## src/rtl/dds_pkg.sv

```systemverilog
// Shared types and constants for the DDS segment sequencer: form codes,
// sequencer state encoding and the segment table entry layout.
package dds_pkg;

    localparam int SEG_CNT_W = 16;

    localparam logic [2:0] FORM_SAW       = 3'b000;
    localparam logic [2:0] FORM_RSAW      = 3'b001;
    localparam logic [2:0] FORM_TRI       = 3'b010;
    localparam logic [2:0] FORM_MEANDER   = 3'b011;
    localparam logic [2:0] FORM_MEANDER25 = 3'b100;

    typedef enum logic [1:0] {
        ST_IDLE,
        ST_RUN,
        ST_DONE
    } state_t;

    typedef struct packed {
        logic [2:0]           form;
        logic [31:0]          adder;
        logic [SEG_CNT_W-1:0] count;
    } seg_t;

    // Reserved codes are kept in the table but must never reach the form block.
    function automatic logic [2:0] form_drive(input logic [2:0] code);
        return (code > FORM_MEANDER25) ? FORM_SAW : code;
    endfunction

endpackage

```

## src/rtl/dds_seg_table.sv

```systemverilog
// Segment table: DEPTH entries, synchronous write, combinational read,
// cleared asynchronously whenever reset is asserted.
module dds_seg_table
    import dds_pkg::*;
#(
    parameter int DEPTH = 8,
    parameter int AW    = 3
) (
    input  logic          clk,
    input  logic          rst_n,
    input  logic          wr_en,
    input  logic [AW-1:0] wr_addr,
    input  seg_t          wr_data,
    input  logic [AW-1:0] rd_addr,
    output seg_t          rd_data
);

    seg_t mem_q [DEPTH];

    always_ff @(posedge clk or negedge rst_n) begin
        if (!rst_n) begin
            for (int i = 0; i < DEPTH; i++) begin
                mem_q[i] <= '0;
            end
        end else if (wr_en) begin
            mem_q[wr_addr] <= wr_data;
        end
    end

    assign rd_data = mem_q[rd_addr];

endmodule

```

## src/rtl/dds_seq_ctrl.sv

```systemverilog
// Plays a table of {form, tuning word, period count} segments into the DDS
// datapath, switching segments only on accumulator phase wraps.
module dds_seq_ctrl #(
    parameter int DEPTH = 8,
    parameter int AW    = 3,
    parameter int CNT_W = 16
) (
    input  logic             CLK,
    input  logic             RESET_N,
    input  logic             WR_EN,
    input  logic [AW-1:0]    WR_ADDR,
    input  logic [2:0]       WR_FORM,
    input  logic [31:0]      WR_ADDER,
    input  logic [CNT_W-1:0] WR_COUNT,
    input  logic [AW-1:0]    SEG_LAST,
    input  logic             LOOP,
    input  logic             START,
    input  logic             STOP,
    input  logic             PHASE_WRAP,
    output logic [31:0]      ADDER,
    output logic [2:0]       FORM,
    output logic             UPDATE,
    output logic             BUSY,
    output logic             DONE,
    output logic [AW-1:0]    SEG_IDX
);

    import dds_pkg::*;

    state_t           state_q, state_d;
    logic [31:0]      adder_q, adder_d;
    logic [2:0]       form_q, form_d;
    logic             update_q, update_d;
    logic [AW-1:0]    seg_idx_q, seg_idx_d;
    logic [AW-1:0]    seg_last_q, seg_last_d;
    logic             loop_q, loop_d;
    logic [CNT_W-1:0] remain_q, remain_d;

    logic [AW-1:0]    rd_addr;
    logic [AW-1:0]    next_idx;
    logic [CNT_W-1:0] load_cnt;
    seg_t             wr_seg;
    seg_t             rd_seg;

    assign wr_seg = '{form: WR_FORM, adder: WR_ADDER, count: WR_COUNT};

    dds_seg_table #(
        .DEPTH (DEPTH),
        .AW    (AW)
    ) u_table (
        .clk     (CLK),
        .rst_n   (RESET_N),
        .wr_en   (WR_EN && (state_q != ST_RUN)),
        .wr_addr (WR_ADDR),
        .wr_data (wr_seg),
        .rd_addr (rd_addr),
        .rd_data (rd_seg)
    );

    // A zero count would never expire, so it plays for a single period.
    assign load_cnt = (rd_seg.count == '0) ? {{(CNT_W-1){1'b0}}, 1'b1} : rd_seg.count;
    assign next_idx = (seg_idx_q == seg_last_q) ? '0 : seg_idx_q + 1'b1;
    assign rd_addr  = (state_q == ST_RUN) ? next_idx : '0;

    always_comb begin
        state_d    = state_q;
        adder_d    = adder_q;
        form_d     = form_q;
        update_d   = 1'b0;
        seg_idx_d  = seg_idx_q;
        seg_last_d = seg_last_q;
        loop_d     = loop_q;
        remain_d   = remain_q;

        if (STOP) begin
            state_d   = ST_IDLE;
            adder_d   = '0;
            form_d    = FORM_SAW;
            seg_idx_d = '0;
            update_d  = (state_q != ST_IDLE);
        end else begin
            case (state_q)
                ST_IDLE, ST_DONE: begin
                    if (START) begin
                        state_d    = ST_RUN;
                        seg_last_d = SEG_LAST;
                        loop_d     = LOOP;
                        seg_idx_d  = '0;
                        adder_d    = rd_seg.adder;
                        form_d     = form_drive(rd_seg.form);
                        remain_d   = load_cnt;
                        update_d   = 1'b1;
                    end
                end
                ST_RUN: begin
                    if (PHASE_WRAP) begin
                        if (remain_q > 1) begin
                            remain_d = remain_q - 1'b1;
                        end else if ((seg_idx_q != seg_last_q) || loop_q) begin
                            seg_idx_d = next_idx;
                            adder_d   = rd_seg.adder;
                            form_d    = form_drive(rd_seg.form);
                            remain_d  = load_cnt;
                            update_d  = 1'b1;
                        end else begin
                            state_d  = ST_DONE;
                            adder_d  = '0;
                            update_d = 1'b1;
                        end
                    end
                end
                default: state_d = ST_IDLE;
            endcase
        end
    end

    always_ff @(posedge CLK or negedge RESET_N) begin
        if (!RESET_N) begin
            state_q    <= ST_IDLE;
            adder_q    <= '0;
            form_q     <= FORM_SAW;
            update_q   <= 1'b0;
            seg_idx_q  <= '0;
            seg_last_q <= '0;
            loop_q     <= 1'b0;
            remain_q   <= '0;
        end else begin
            state_q    <= state_d;
            adder_q    <= adder_d;
            form_q     <= form_d;
            update_q   <= update_d;
            seg_idx_q  <= seg_idx_d;
            seg_last_q <= seg_last_d;
            loop_q     <= loop_d;
            remain_q   <= remain_d;
        end
    end

    assign ADDER   = adder_q;
    assign FORM    = form_q;
    assign UPDATE  = update_q;
    assign BUSY    = (state_q == ST_RUN);
    assign DONE    = (state_q == ST_DONE);
    assign SEG_IDX = seg_idx_q;

endmodule

```

## config.mk

```make
export PLATFORM = sky130hd
export DESIGN_NAME = dds_seq_ctrl
export DESIGN_NICKNAME = d
export VERILOG_FILES = /design/src/rtl/dds_pkg.sv /design/src/rtl/dds_seg_table.sv /design/src/rtl/dds_seq_ctrl.sv
export SDC_FILE = /design/constraint.sdc
export NUM_CORES = 1
export LEC_CHECK = 0
export CORE_MARGIN = 1
export CORE_UTILIZATION = 50
export DETAILED_ROUTE_END_ITERATION = 10
export GPL_TIMING_DRIVEN = 0
export PLACE_DENSITY = 0.71
export SLEW_MARGIN = 10
export SYNTH_ARGS = -nofsm -noshare
export SYNTH_HDL_FRONTEND = slang
export SYNTH_SLANG_ARGS = --single-unit
```

## constraint.sdc

```tcl
create_clock -name CLK -period 2.2 [get_ports CLK]
set_input_delay 0.33 -clock CLK [delete_from_list [all_inputs] [get_ports CLK]]
set_output_delay 0.33 -clock CLK [all_outputs]
set_load 0.02 [all_outputs]
```

## Yosys cells after proc, flatten, opt, wreduce, memory -nomap -nowiden

Cells that the tools add are included.

| storage, ports and cells | value |
|---|---|
| memory bits (writable) | 0 |
| memories kept | 0 |
| bits in latches | 0 |
| logic and storage cells | 113 |
| register bits after elaboration | 469 |
| bits in read-only memories | 0 |
| output and inout bits | 41 |

| cells by class | value |
|---|---|
| reduce and logical (&&, ||, !) cells | 14 |
| $add $sub $neg | 2 |
| $mul | 0 |
| equality and inequality tests | 13 |
| bitwise gates (word level) | 3 |
| shift operators | 0 |
| order comparisons | 5 |
| div/mod/pow operators | 0 |
| multiplexer cells | 44 |

Operators with widths:

| kind | number |
|---|---|
| bitwise mux 408 bit | 1 |
| 2-to-1 mux 32 bit | 5 |
| binary-select mux 51 bit (select 3 bit) | 1 |
| demux 51 bit (select 3 bit) | 1 |
| 2-to-1 mux 51 bit | 3 |
| 2-to-1 mux 16 bit | 5 |
| case mux 32 bit (2 select lines) | 1 |
| 2-to-1 mux 3 bit | 13 |
| case mux 16 bit (2 select lines) | 1 |
| > comparator 16 x 1 -> 1 bit, second input constant | 1 |
| logical NOT 16 bit | 1 |
| subtractor 16 x 1 -> 16 bit, second input constant | 1 |
| inequality test 3 bit, second input constant | 4 |
| case mux 3 bit (2 select lines) | 2 |
| 2-to-1 mux 2 bit | 5 |
| AND reduction 5 bit | 2 |
| greater-or-equal comparator 4 bit, second input constant | 2 |
| NOT 3 -> 4 bit | 2 |
| AND reduction 4 bit | 2 |
| < comparator 4 x 1 -> 1 bit, second input constant | 1 |
| 2-to-1 mux 1 bit | 4 |
| inequality test 2 bit, second input constant | 2 |
| case mux 2 bit (2 select lines) | 1 |
| nonzero test 2 bit | 2 |
| 17 further kinds | 18 |

## Depth between registers and ports, before layout

Gate-level depths: netlist of run 1.

| logic depth | value |
|---|---|
| depth after elaboration | 14 |
| depth in mapped cells | 11 |
| mapped depth without buffers | 8 |

## Modules after synthesis

A second synthesis of run 1 with hierarchy kept.

| second synthesis, totals | value |
|---|---|
| cell total of the unflattened synthesis | 1397 |
| area total of the unflattened synthesis | 21319.2 µm² |

Modules (own cells, without submodules):

| module | times used | cells an instance | area each (µm²) |
|---|---|---|---|
| dds_seg_table | 1 | 1052 | 18169.9 |
| dds_seq_ctrl | 1 | 345 | 3149.3 |

## Worst setup path before layout of run 1

OpenSTA, ideal clock, no wires.

| timing | value |
|---|---|
| path type | reg-to-reg |
| from | register seg_idx_q[0] (netlist: SEG_IDX[0]) |
| to | register form_q[2] (netlist: FORM[2]) |
| buffers on the path | 1 |
| arrival | 2449 ps |
| setup slack | -352 ps |
| stages on the path, launching flop included | 8 |
| data required time | 2096 ps |
| setup time | 104 ps |
| clock period less this slack | 2552 ps |
| cells stage by stage | dfrtp_1 -> buf_2 -> xor2_2 -> o31ai_4 -> nor2_2 -> mux4_2 -> mux2_2 -> o41ai_2 |

| on the way | value |
|---|---|
| longest elaborated chain between the ends | 14 |
| elaborated cells on any way between the ends | 20 |
| those cells by class | 1 x add/sub; 1 x order compare; 3 x eq/ne; 12 x mux; 1 x bitwise; 2 x reduce/logical |

RTL lines:

| item | line | text |
|---|---|---|
| start: declaration | dds_seq_ctrl.sv:34 | `logic [AW-1:0] seg_idx_q, seg_idx_d;` |
| start signal: assignment | dds_seq_ctrl.sv:132 | `seg_idx_q <= seg_idx_d;` |
| adder 3 x 1 -> 3 bit / == test 3 bit (equally long branches) | dds_seq_ctrl.sv:62 | `assign next_idx = (seg_idx_q == seg_last_q) ? '0 : seg_idx_q + 1'b1;` |
| 2-to-1 mux 3 bit | dds_seq_ctrl.sv:62 |  |
| 2-to-1 mux 3 bit | dds_seq_ctrl.sv:63 | `assign rd_addr = (state_q == ST_RUN) ? next_idx : '0;` |
| NOT 3 -> 4 bit (not written as such) | dds_seg_table.sv:30 | `assign rd_data = mem_q[rd_addr];` |
| binary-select mux 51 bit (select 3 bit) | dds_seg_table.sv:30 |  |
| 2-to-1 mux 51 bit (not written as such) (2 in a row) | dds_seg_table.sv:30 |  |
| > comparator 3 bit | dds_pkg.sv:27 | `return (code > FORM_MEANDER25) ? FORM_SAW : code;` |
| 2-to-1 mux 3 bit | dds_pkg.sv:27 |  |
| 2-to-1 mux 3 bit | dds_seq_ctrl.sv:99 | `end else if ((seg_idx_q != seg_last_q) \|\| loop_q) begin` |
| 2-to-1 mux 3 bit | dds_seq_ctrl.sv:97 | `if (remain_q > 1) begin` |
| 2-to-1 mux 3 bit | dds_seq_ctrl.sv:96 | `if (PHASE_WRAP) begin` |
| case mux 3 bit (2 select lines) | dds_seq_ctrl.sv:82 | `case (state_q)` |
| 2-to-1 mux 3 bit | dds_seq_ctrl.sv:75 | `if (STOP) begin` |
| end signal: assignment | dds_seq_ctrl.sv:130 | `form_q <= form_d;` |
| end: declaration | dds_seq_ctrl.sv:32 | `logic [2:0] form_q, form_d;` |

Several ways; a longest one is shown, not always the timed one. The select of a mux whose other input is x is not followed.
A chain may end at the register's enable or synchronous reset.

## Final worst setup path of run 1

Same ends and word-level chain as after synthesis.

==> impl_metrics.py, run 1 <==
metrics = {
    "timing": {
        "skew_ps": 36.1,
        "setup-violations-final": 79,
        "slew_headroom": 0.485,
        "drv_slew": 0,
        "min_period_over_period": 1.14,
        "rsz0062_at_grt": "yes",
        "clock.fmax_mhz": 400,
        "holdWs_ps": -296,
        "hold_violations": 76,
        "worst_slack_ps": -301,
        "worst_pin_slew_ps": 766,
        "fin_crit_ps": 2500,
    },
    "route": {
        "ant_nets": 0,
        "dr.pass1.iters": 5,
        "drt_iter0_drc": 1605,
        "wirelength_mm": 66.3,
        "drc": 0,
        "routedWlPerCell_um": 24.9,
        "vias_per_cell": 6.09,
        "vias": 16200,
    },
    "synth": {
        "syn_area_per_cell_um2": 12.2,
        "netlist_instances": 1782,
        "synthTopCellsByArea": "dfrtp_1, mux2_2, nand2_1",
        "ys_warn_count": 0,
        "yosysUniqueCellTypes": 64,
        "syn-num-nets": 1849,
        "synth_edf_count": 0,
        "synth_top_area_share": 0.541,
        "yosysTopAreaCell": "dfrtp_1",
        "synth-main-ff-cell": "dfrtp_1",
        "synth.cell_area_um2": 21700,
        "synth-seq-cells": 469,
        "yosysSeqAreaShare": 0.541,
        "async_reset_ff_frac": 1.00,
    },
    "global_route": {
        "top_usage_layer": "met2",
        "grt_pass1_wl_mm": 98.2,
        "grt_max_degree": 112,
        "gr-usage-met3": 0.0565,
        "met1_usage": 0.387,
        "grt_usage": 0.291,
        "grt_pass1_vias": 16700,
        "gr-total-overflow": 0,
        "grt_antenna_before_repair": 2,
        "gr-usage-met2": 0.472,
    },
    "floorplanning": {
        "fp.dieArea_um2": 44300,
        "rows": 75,
        "die_height_um": 210,
        "core_area_um2": 42400,
        "io-pin-count": 105,
        "start_util": 0.512,
        "die_w_um": 210,
    },
    "power_and_ir_drop": {
        "peakVddDrop_uv": 703,
        "p_per_area_nw_per_um2": 975,
        "fin_total_pwr_mw": 28.3,
        "leakage_nw": 12.3,
    },
    "final_layout": {
        "finalNetCount": 2119,
        "drive_gt1_frac": 0.460,
        "design_area_um2": 29000,
        "syn2layout_area_growth_pct": 33.6,
    },
    "setup_path": {
        "critPathKind": "register to register",
        "cp.required_ps": 2690,
        "arrival_ps": 2990,
        "cp_max_fo": 6,
        "cp-start-kind": "register",
        "end_kind": "register",
    },
    "place": {
        "dp_hpwl_mm": 39.6,
        "place_area_um2": 23700,
        "io_buffers": 104,
        "place.gp.congestion": 0.879,
    },
    "flow_run": {
        "maxCapViolations": 0,
    },
    "clock_tree": {
        "path_clk_slew_ps": 60,
        "cts_max_level": 2,
        "worstSkewPairLatency_ps": 620,
        "clk_path_buf_depth": 3,
        "cts_root_buf": "clkbuf_16",
        "clock_sinks": 469,
        "cts_tree": "yes",
        "cts_inserted_buffers": 50,
    },
    "hold_path": {
        "worstHoldPathType": "input port to asynchronous set/reset pin",
    },
    "run_status": {
        "violations": "negative hold slack, negative setup slack",
        "status": "complete, but fails checks",
    },
}
==> cell type report <==
class	instances	area, µm²
Clock inverter	17	156
Fill cell	2860	13400
Tap cell	577	722
Multi-Input combinational cell	1182	10900
Inverter	6	33.8
Clock buffer	71	1460
Timing Repair Buffer	226	2560
Sequential cell	469	11700
Buffer	117	1400
Antenna cell	1	2.50
==> critical path: stages (launching register included) <==
cell and delay, ps:
dfrtp_2 460, buf_12 170, xnor2_4 160, a311oi_4 320
buf_6 190, buf_12 140, buf_12 150, mux2i_4 260
mux2i_4 110, buf_4 140, o41ai_2 270
==> flip-flops by register name, indices dropped and copies added, names as in the netlist <==
signal / flops
UPDATE: 1
u_table.mem_q: 408
state_q: 2
seg_last_q: 3
SEG_IDX: 3
loop_q: 1
ADDER: 32
remain_q: 16
FORM: 3
==> per-stage QoR <==
| step | util | cells | worst slack, ps | TNS, ps |
|---|---|---|---|---|
| 4_1_cts | 0.655 | 2624 | -293 | -10270 |
| 5_1_grt | 0.684 | 2666 | -377 | -14970 |
| 3_3_place_gp | 0.556 | 2463 | -21100 | -9384720 |
| 3_5_place_dp | 0.559 | 2467 | -1140 | -302650 |
| 6_report | 0.684 | 2666 | -301 | -9790 |
| 2_1_floorplan | - | 1782 | -90.9 | -270 |
==> synthesized netlist by cell type (4+ instances only) <==
cell	number
dfrtp_1	469
mux2_2	416
nand2_1	183
nor2b_1	74
a211oi_1	72
a31oi_1	69
mux2i_1	54
clkbuf_1	48
buf_2	46
nor2_1	44
a21oi_1	43
o21ai_1	29
buf_1	28
o21ai_0	24
nand2b_1	17
nand3_1	14
o22ai_1	14
nor3_1	13
o32ai_1	11
nor4_1	7
o31ai_1	7
or3_1	7
o221ai_1	6
inv_1	5
or2_2	5
a21o_1	4
a32oi_1	4
nor4_2	4
o22a_1	4
o31a_1	4
xnor2_1	4
==> final timing paths <==
kind | startpoint | to | slack, ps | cells after the start
max in group asynchronous | RESET_N | u_table.mem_q[25] | 630 | 4
min in group CLK | LOOP | loop_q | 360 | 2
max reg2reg | SEG_IDX[0] | FORM[2] | -300 | 10
min reg2reg | ADDER[27] | ADDER[27] | 470 | 2
max | SEG_IDX[0] | FORM[2] | -300 | 10
min | RESET_N | u_table.mem_q[13] | -300 | 1
==> timing repair <==
| item | CTS | global route |
|---|---|---|
| cloned | 13 | 4 |
| gates resized for setup | 442 | 186 |
| pin swaps | 47 | 93 |
| endpoints found under the setup margin | 466 | 375 |
| hold endpoints to repair | 76 | 76 |
| setup buffers | 59 | 48 |
==> cell usage in the layout, fill, tap and decap left out, types with 19 or more instances in the layout <==
| master | count |
|---|---|
| a211oi_2 | 41 |
| a21oi_1 | 37 |
| a31oi_1 | 45 |
| buf_12 | 31 |
| buf_4 | 96 |
| buf_6 | 41 |
| buf_8 | 22 |
| clkbuf_16 | 59 |
| clkbuf_8 | 25 |
| clkdlybuf4s50_1 | 100 |
| dfrtp_1 | 460 |
| mux2_2 | 415 |
| mux2i_1 | 44 |
| nand2_1 | 166 |
| nor2_1 | 29 |
| nor2b_1 | 67 |
| o21ai_0 | 19 |
| o21ai_1 | 21 |
==> layer usage <==
| metal | part of all wire | vias up |
|---|---|---|
| met3 | 0.065 | 186 |
| met1 | 0.41 | 8384 |
| met5 | 0.00020 | - |
| li1 | - | 7011 |
| met4 | 0.039 | 2 |
| met2 | 0.48 | 657 |
==> cell families after synthesis <==
kind of cell               after synthesis  share of synthesized area
AOI/OAI and AO/OA                      313                     0.0984
xor gates and xnor gates                 8                    0.00426
adders and majority gates                3                    0.00173
buffers and inverters                  131                     0.0258
DFF                                    469                      0.541
muxes                                  473                      0.244
and+or+nand+nor                        385                     0.0855
==> power breakdown <==
part / leakage, nW / switching, mW / internal [mW]
registers: 5.73 / 1.40 / 10.8
logic: 5.73 / 3.59 / 4.09
clock network: 0.806 / 3.55 / 4.84
Power figures use the tool's default switching activity.
==> run 2, diff against run 1 <==
Settings changed: CORE_MARGIN 1 to 3.
==> run 2 against run 1 <==
  * The flow finishes with violations (negative setup slack)
  * Critical path depth decreased by 1
  * Sequential share of layout area shrank 0.54 points
  * Final area rose by 1.4%
  * Setup slack worse by 160 ps
  * Clock skew is 8.1 ps lower
  * Critical endpoint is now remain_q[0]
  * Largest cell class unchanged
  * Largest power group unchanged
==> impl_metrics.py, run 2 (synthesized netlist as in run 1, its figures left out) <==
metrics = {
    "clock_tree": {
        "cts_root_buf": "clkbuf_16",
        "cts_inserted_buffers": 49,
        "worstSkewPairLatency_ps": 600,
        "path_clk_slew_ps": 60,
        "cts_tree": "yes",
        "cts_max_level": 2,
        "clock_sinks": 469,
        "clk_path_buf_depth": 3,
    },
    "place": {
        "dp_hpwl_mm": 40.3,
        "place_inst": 2467,
        "io_buffers": 104,
        "place.gp.congestion": 0.889,
    },
    "floorplanning": {
        "core_area_um2": 42400,
        "fp.dieArea_um2": 46000,
        "io-pin-count": 105,
        "die_w_um": 214,
        "rows": 75,
        "start_util": 0.512,
        "die_height_um": 214,
    },
    "timing": {
        "clock.fmax_mhz": 375,
        "min_period_over_period": 1.21,
        "hold_violations": 0,
        "skew_ps": 28.0,
        "slew_headroom": 0.459,
        "setup-violations-final": 139,
        "rsz0062_at_grt": "yes",
        "holdWs_ps": 329,
        "drv_slew": 0,
        "fin_crit_ps": 2660,
        "worst_pin_slew_ps": 809,
        "worst_slack_ps": -463,
    },
    "route": {
        "dr.pass1.iters": 8,
        "vias": 16700,
        "drt_iter0_drc": 1889,
        "drc": 0,
        "routedWlPerCell_um": 25.9,
        "ant_nets": 0,
        "vias_per_cell": 6.25,
        "wirelength_mm": 69.2,
    },
    "run_status": {
        "status": "complete, but fails checks",
        "violations": "negative setup slack",
    },
    "final_layout": {
        "syn2layout_area_growth_pct": 35.4,
        "drive_gt1_frac": 0.458,
        "mostFrequentLayoutCells": "dfrtp_1, mux2_2, nand2_1",
        "fin_cells": 2674,
        "largest_reg_flops": 408,
        "largest_register": "u_table.mem_q",
        "layout_commonest_cell": "dfrtp_1",
        "finalNetCount": 2124,
        "nFillCells": 2749,
    },
    "global_route": {
        "grt_antenna_before_repair": 1,
        "gr-total-overflow": 0,
        "grt_pass1_vias": 17500,
        "grt_pass1_wl_mm": 103,
        "grt_max_degree": 113,
        "grt_usage": 0.287,
    },
    "power_and_ir_drop": {
        "leakage_nw": 12.4,
        "peakVddDrop_uv": 656,
        "p_per_area_nw_per_um2": 984,
    },
    "setup_path": {
        "critPathKind": "register to register",
        "arrival_ps": 3180,
        "end_kind": "register",
        "cp.required_ps": 2720,
        "cp-start-kind": "register",
        "cp_max_fo": 8,
    },
    "flow_run": {
        "maxCapViolations": 0,
    },
    "hold_path": {
        "worstHoldPathType": "input port to asynchronous set/reset pin",
    },
}
## run 2: routing by layer
metal	GRT usage	part of all wire	routed length [µm]
met1	0.380	0.41	28100
met2	0.469	0.47	32900
met3	0.0534	0.074	5160
met4	0.117	0.045	3150
met5	0	0.00029	20
## run 2: layout make-up
type | count | area [µm²] | share of cell area
flip-flops and latches | 469 | 11700 | 0.400
multi-input cells | 1182 | 10900 | 0.372
repair buffers | 228 | 2620 | 0.0893
plain buffers | 121 | 1620 | 0.0552
clock buffers | 71 | 1410 | 0.0479
well taps | 577 | 722 | 0.0246
clock inverters | 19 | 303 | 0.0103
inverters | 6 | 33.8 | 0.00115
diodes | 1 | 2.50 | 0.0000851
## run 2: worst paths after layout
| check | from | endpoint | slack, ps | cells past startpoint |
|---|---|---|---|---|
| max in group asynchronous | RESET_N | u_table.mem_q[337] | 370 | 4 |
| max reg2reg | SEG_IDX[1] | remain_q[0] | -460 | 9 |
| max | SEG_IDX[1] | remain_q[0] | -460 | 9 |
| min in group CLK | LOOP | loop_q | 370 | 2 |
| min reg2reg | ADDER[23] | ADDER[23] | 490 | 2 |
| min | RESET_N | remain_q[9] | 330 | 2 |
## run 2: repair_timing
item,in CTS,in global routing
cloned,14,7
endpoints found under the hold margin,77,0
setup buffers,73,29
gates resized for setup,512,144
setup endpoints to repair,467,396
pin swaps,53,41
hold buffers,1,0
## run 2: report_power, final
group          switching [mW]  leakage (nW)  total, mW  internal [mW]
Clock                    3.53         0.847       8.91           5.38
Combinational            3.67          5.83       7.79           4.12
Sequential               1.42          5.73       12.2           10.8
## run 2: stage by stage
step	total power, mW	utilization	instance area (µm²)	TNS (ps)	worst slack, ps
after detailed placement	17.9	0.559	23700	-319300	-1220
after CTS	28.0	0.671	28500	-6990	-253
after global placement	17.6	0.556	23600	-9445050	-21200
final	28.9	0.693	29400	-13720	-463
after floorplan	15.9	-	21800	-270	-90.9
after global routing	30.1	0.693	29400	-17900	-477
## run 2: worst max-delay path, stage by stage, from the launching register on
cell and delay, ps:
dfrtp_2 480, ha_4 310, clkbuf_16 160, nor4bb_4 260
o31ai_4 200, or2_2 330, a32oi_1 320, and4_1 260
nand4_1 100, a31oi_1 170
==> run 3, diff against run 2 <==
Settings changed: CELL_PAD_IN_SITES_DETAIL_PLACEMENT set to 1, CELL_PAD_IN_SITES_GLOBAL_PLACEMENT set to 2, CORE_UTILIZATION 50 to 39, CTS_BUF_LIST set to sky130_fd_sc_hd__clkbuf_2, PLACE_DENSITY 0.71 to unset, PLACE_DENSITY_LB_ADDON set to 0.1.
==> run 3 against run 2 <==
  * The flow still finishes with violations (negative setup slack)
  * Flip-flop and latch count is the same
  * Worst hold slack got worse by 140 ps
  * Clock power decreased by 25%
  * Clock-buffer cell count increased by 131
  * Via count is 2.5% higher
  * Clock skew increased by 26 ps
  * Setup slack got worse by 29 ps
  * Critical endpoint unchanged
==> impl_metrics.py, run 3 (synthesized netlist as in run 1, its figures left out) <==
metrics = {
    "final_layout": {
        "syn2layout_area_growth_pct": 40.4,
        "design_area_um2": 30500,
        "finalNetCount": 2314,
        "mostFrequentLayoutCells": "dfrtp_1, mux2_2, clkbuf_2",
        "regArea_um2": 11800,
        "largest_reg_flops": 408,
        "drive_gt1_frac": 0.522,
        "multi_input_area_um2": 11300,
        "nFillCells": 5524,
        "layout_commonest_cell": "dfrtp_1",
        "largest_register": "u_table.mem_q",
    },
    "setup_path": {
        "arrival_ps": 3900,
        "crit_cells": 9,
        "critPathTopFamily": "simple AND/OR/NAND/NOR gates",
        "crit_buf_inv": 1,
        "cp-start-kind": "register",
        "critPathKind": "register to register",
        "critical-path-max-stage-delay_ps": 470,
        "slowest_stage": "dfrtp_2",
        "cp_max_fo": 8,
        "end_kind": "register",
        "cp.required_ps": 3410,
        "ff2ff_path_depth": 9,
        "cp_cell_sequence": "ha_4 > clkbuf_16 > nor4bb_4 > o31ai_4 > or2_2 > a32oi_2 > and4_1 > nand4_1 > a31oi_1",
    },
    "global_route": {
        "gr-total-overflow": 0,
        "grt_pass1_vias": 18600,
        "grt_usage": 0.261,
        "grt_max_degree": 108,
        "grt_pass1_wl_mm": 116,
        "grt_antenna_before_repair": 3,
    },
    "route": {
        "routedWlPerCell_um": 25.9,
        "drc": 0,
        "drt_iter0_drc": 872,
        "dr.pass1.iters": 5,
        "wirelength_mm": 79.9,
        "vias_per_cell": 5.56,
        "ant_nets": 0,
        "vias": 17100,
    },
    "place": {
        "dp_slack_ps": -1410,
        "place.gp.congestion": 0.796,
        "io_buffers": 104,
        "place_area_um2": 23900,
        "dp_hpwl_mm": 47.4,
    },
    "timing": {
        "fin_crit_ps": 2690,
        "min_period_over_period": 1.22,
        "worst_pin_slew_ps": 940,
        "worst_slack_ps": -493,
        "clock.fmax_mhz": 371,
        "setup-violations-final": 113,
        "fin_tns_setup_ps": -19440,
        "drv_slew": 0,
        "hold_violations": 0,
        "slew_headroom": 0.374,
        "skew_ps": 54.4,
        "rsz0062_at_grt": "yes",
    },
    "floorplanning": {
        "die_w_um": 242,
        "rows": 85,
        "core_area_um2": 54500,
        "io-pin-count": 105,
        "start_util": 0.399,
        "die_height_um": 242,
        "fp.dieArea_um2": 58500,
    },
    "clock_tree": {
        "worstSkewPairLatency_ps": 1330,
        "cts_tree": "yes",
        "path_clk_slew_ps": 90,
        "cts_inserted_buffers": 133,
        "clock_sinks": 469,
        "cts_max_level": 4,
        "cts_root_buf": "clkbuf_2",
        "clk_path_buf_depth": 3,
    },
    "power_and_ir_drop": {
        "peakVddDrop_uv": 478,
        "leakage_nw": 13.2,
        "p_per_area_nw_per_um2": 898,
    },
    "hold_path": {
        "worst_hold_path.num_cells": 3,
        "worstHoldPathType": "input port to register",
    },
    "run_status": {
        "status": "complete, but fails checks",
        "violations": "negative setup slack",
    },
    "flow_run": {
        "maxCapViolations": 0,
    },
}
## run 3: cell types whose count changed in the layout (fill, tap and decap cells not counted), moves of 18 or more
cell             change
buf_4               +20
clkbuf_8            -18
clkdlybuf4s50_1     -37
clkbuf_2           +203
clkbuf_16           -56
nand2_1             -29
dlygate4sd3_1       +62
buf_6               +60
## run 3: metal layers
layer / GRT usage / up-vias / wire length [µm]
li1: - / 7472 / -
met1: 0.334 / 8991 / 34000
met2: 0.426 / 474 / 39300
met3: 0.0567 / 200 / 3350
met4: 0.114 / 2 / 3200
met5: 0 / - / 13
## run 3: power breakdown
part	total [mW]	switching, mW	leakage, nW	internal (mW)
clock	6.64	3.89	0.923	2.75
sequential	12.2	1.45	5.73	10.8
combinational	8.51	4.04	6.53	4.47
## run 3: repair_timing
| item | 4_1_cts | 5_1_grt |
|---|---|---|
| buffers inserted | 97 | 59 |
| gates cloned | 9 | 8 |
| hold buffers | 63 | 0 |
| gates resized for setup | 683 | 327 |
| hold endpoints to repair | 668 | 0 |
| endpoints found under the setup margin | 506 | 602 |
| pin swaps | 39 | 127 |
## run 3: final timing paths
path | startpoint | to | slack [ps]
worst min register to register | u_table.mem_q[181] | u_table.mem_q[181] | 500
max in group asynchronous | RESET_N | u_table.mem_q[121] | 260
worst min-delay path | LOOP | loop_q | 190
worst max-delay path | SEG_IDX[1] | remain_q[0] | -490
min in group asynchronous | RESET_N | u_table.mem_q[64] | 620
worst max register to register | SEG_IDX[1] | remain_q[0] | -490
## run 3: cell type report
class | count | share of cell area
sequential | 469 | 0.385
multi-input combinational | 1182 | 0.372
timing repair buffer | 339 | 0.124
buffer | 116 | 0.0482
clock buffer | 202 | 0.0332
tap | 739 | 0.0303
clock inverter | 22 | 0.00542
inverter | 6 | 0.00111
antenna | 7 | 0.000575
## run 3: per-stage QoR
step	utilization	total power, mW	hold slack [ps]	std cells
2_1_floorplan	-	15.9	34.4	1782
3_3_place_gp	0.437	17.8	472	2625
3_5_place_dp	0.439	18.1	369	2629
4_1_cts	0.523	26.2	33.6	3021
5_1_grt	0.560	28.9	130	3082
6_report	0.560	27.4	189	3082
## run 3: worst min-delay path, cell delays in order
cell,delay [ps]
dlygate4sd3_1,530
clkdlybuf4s50_1,470
mux2_2,140
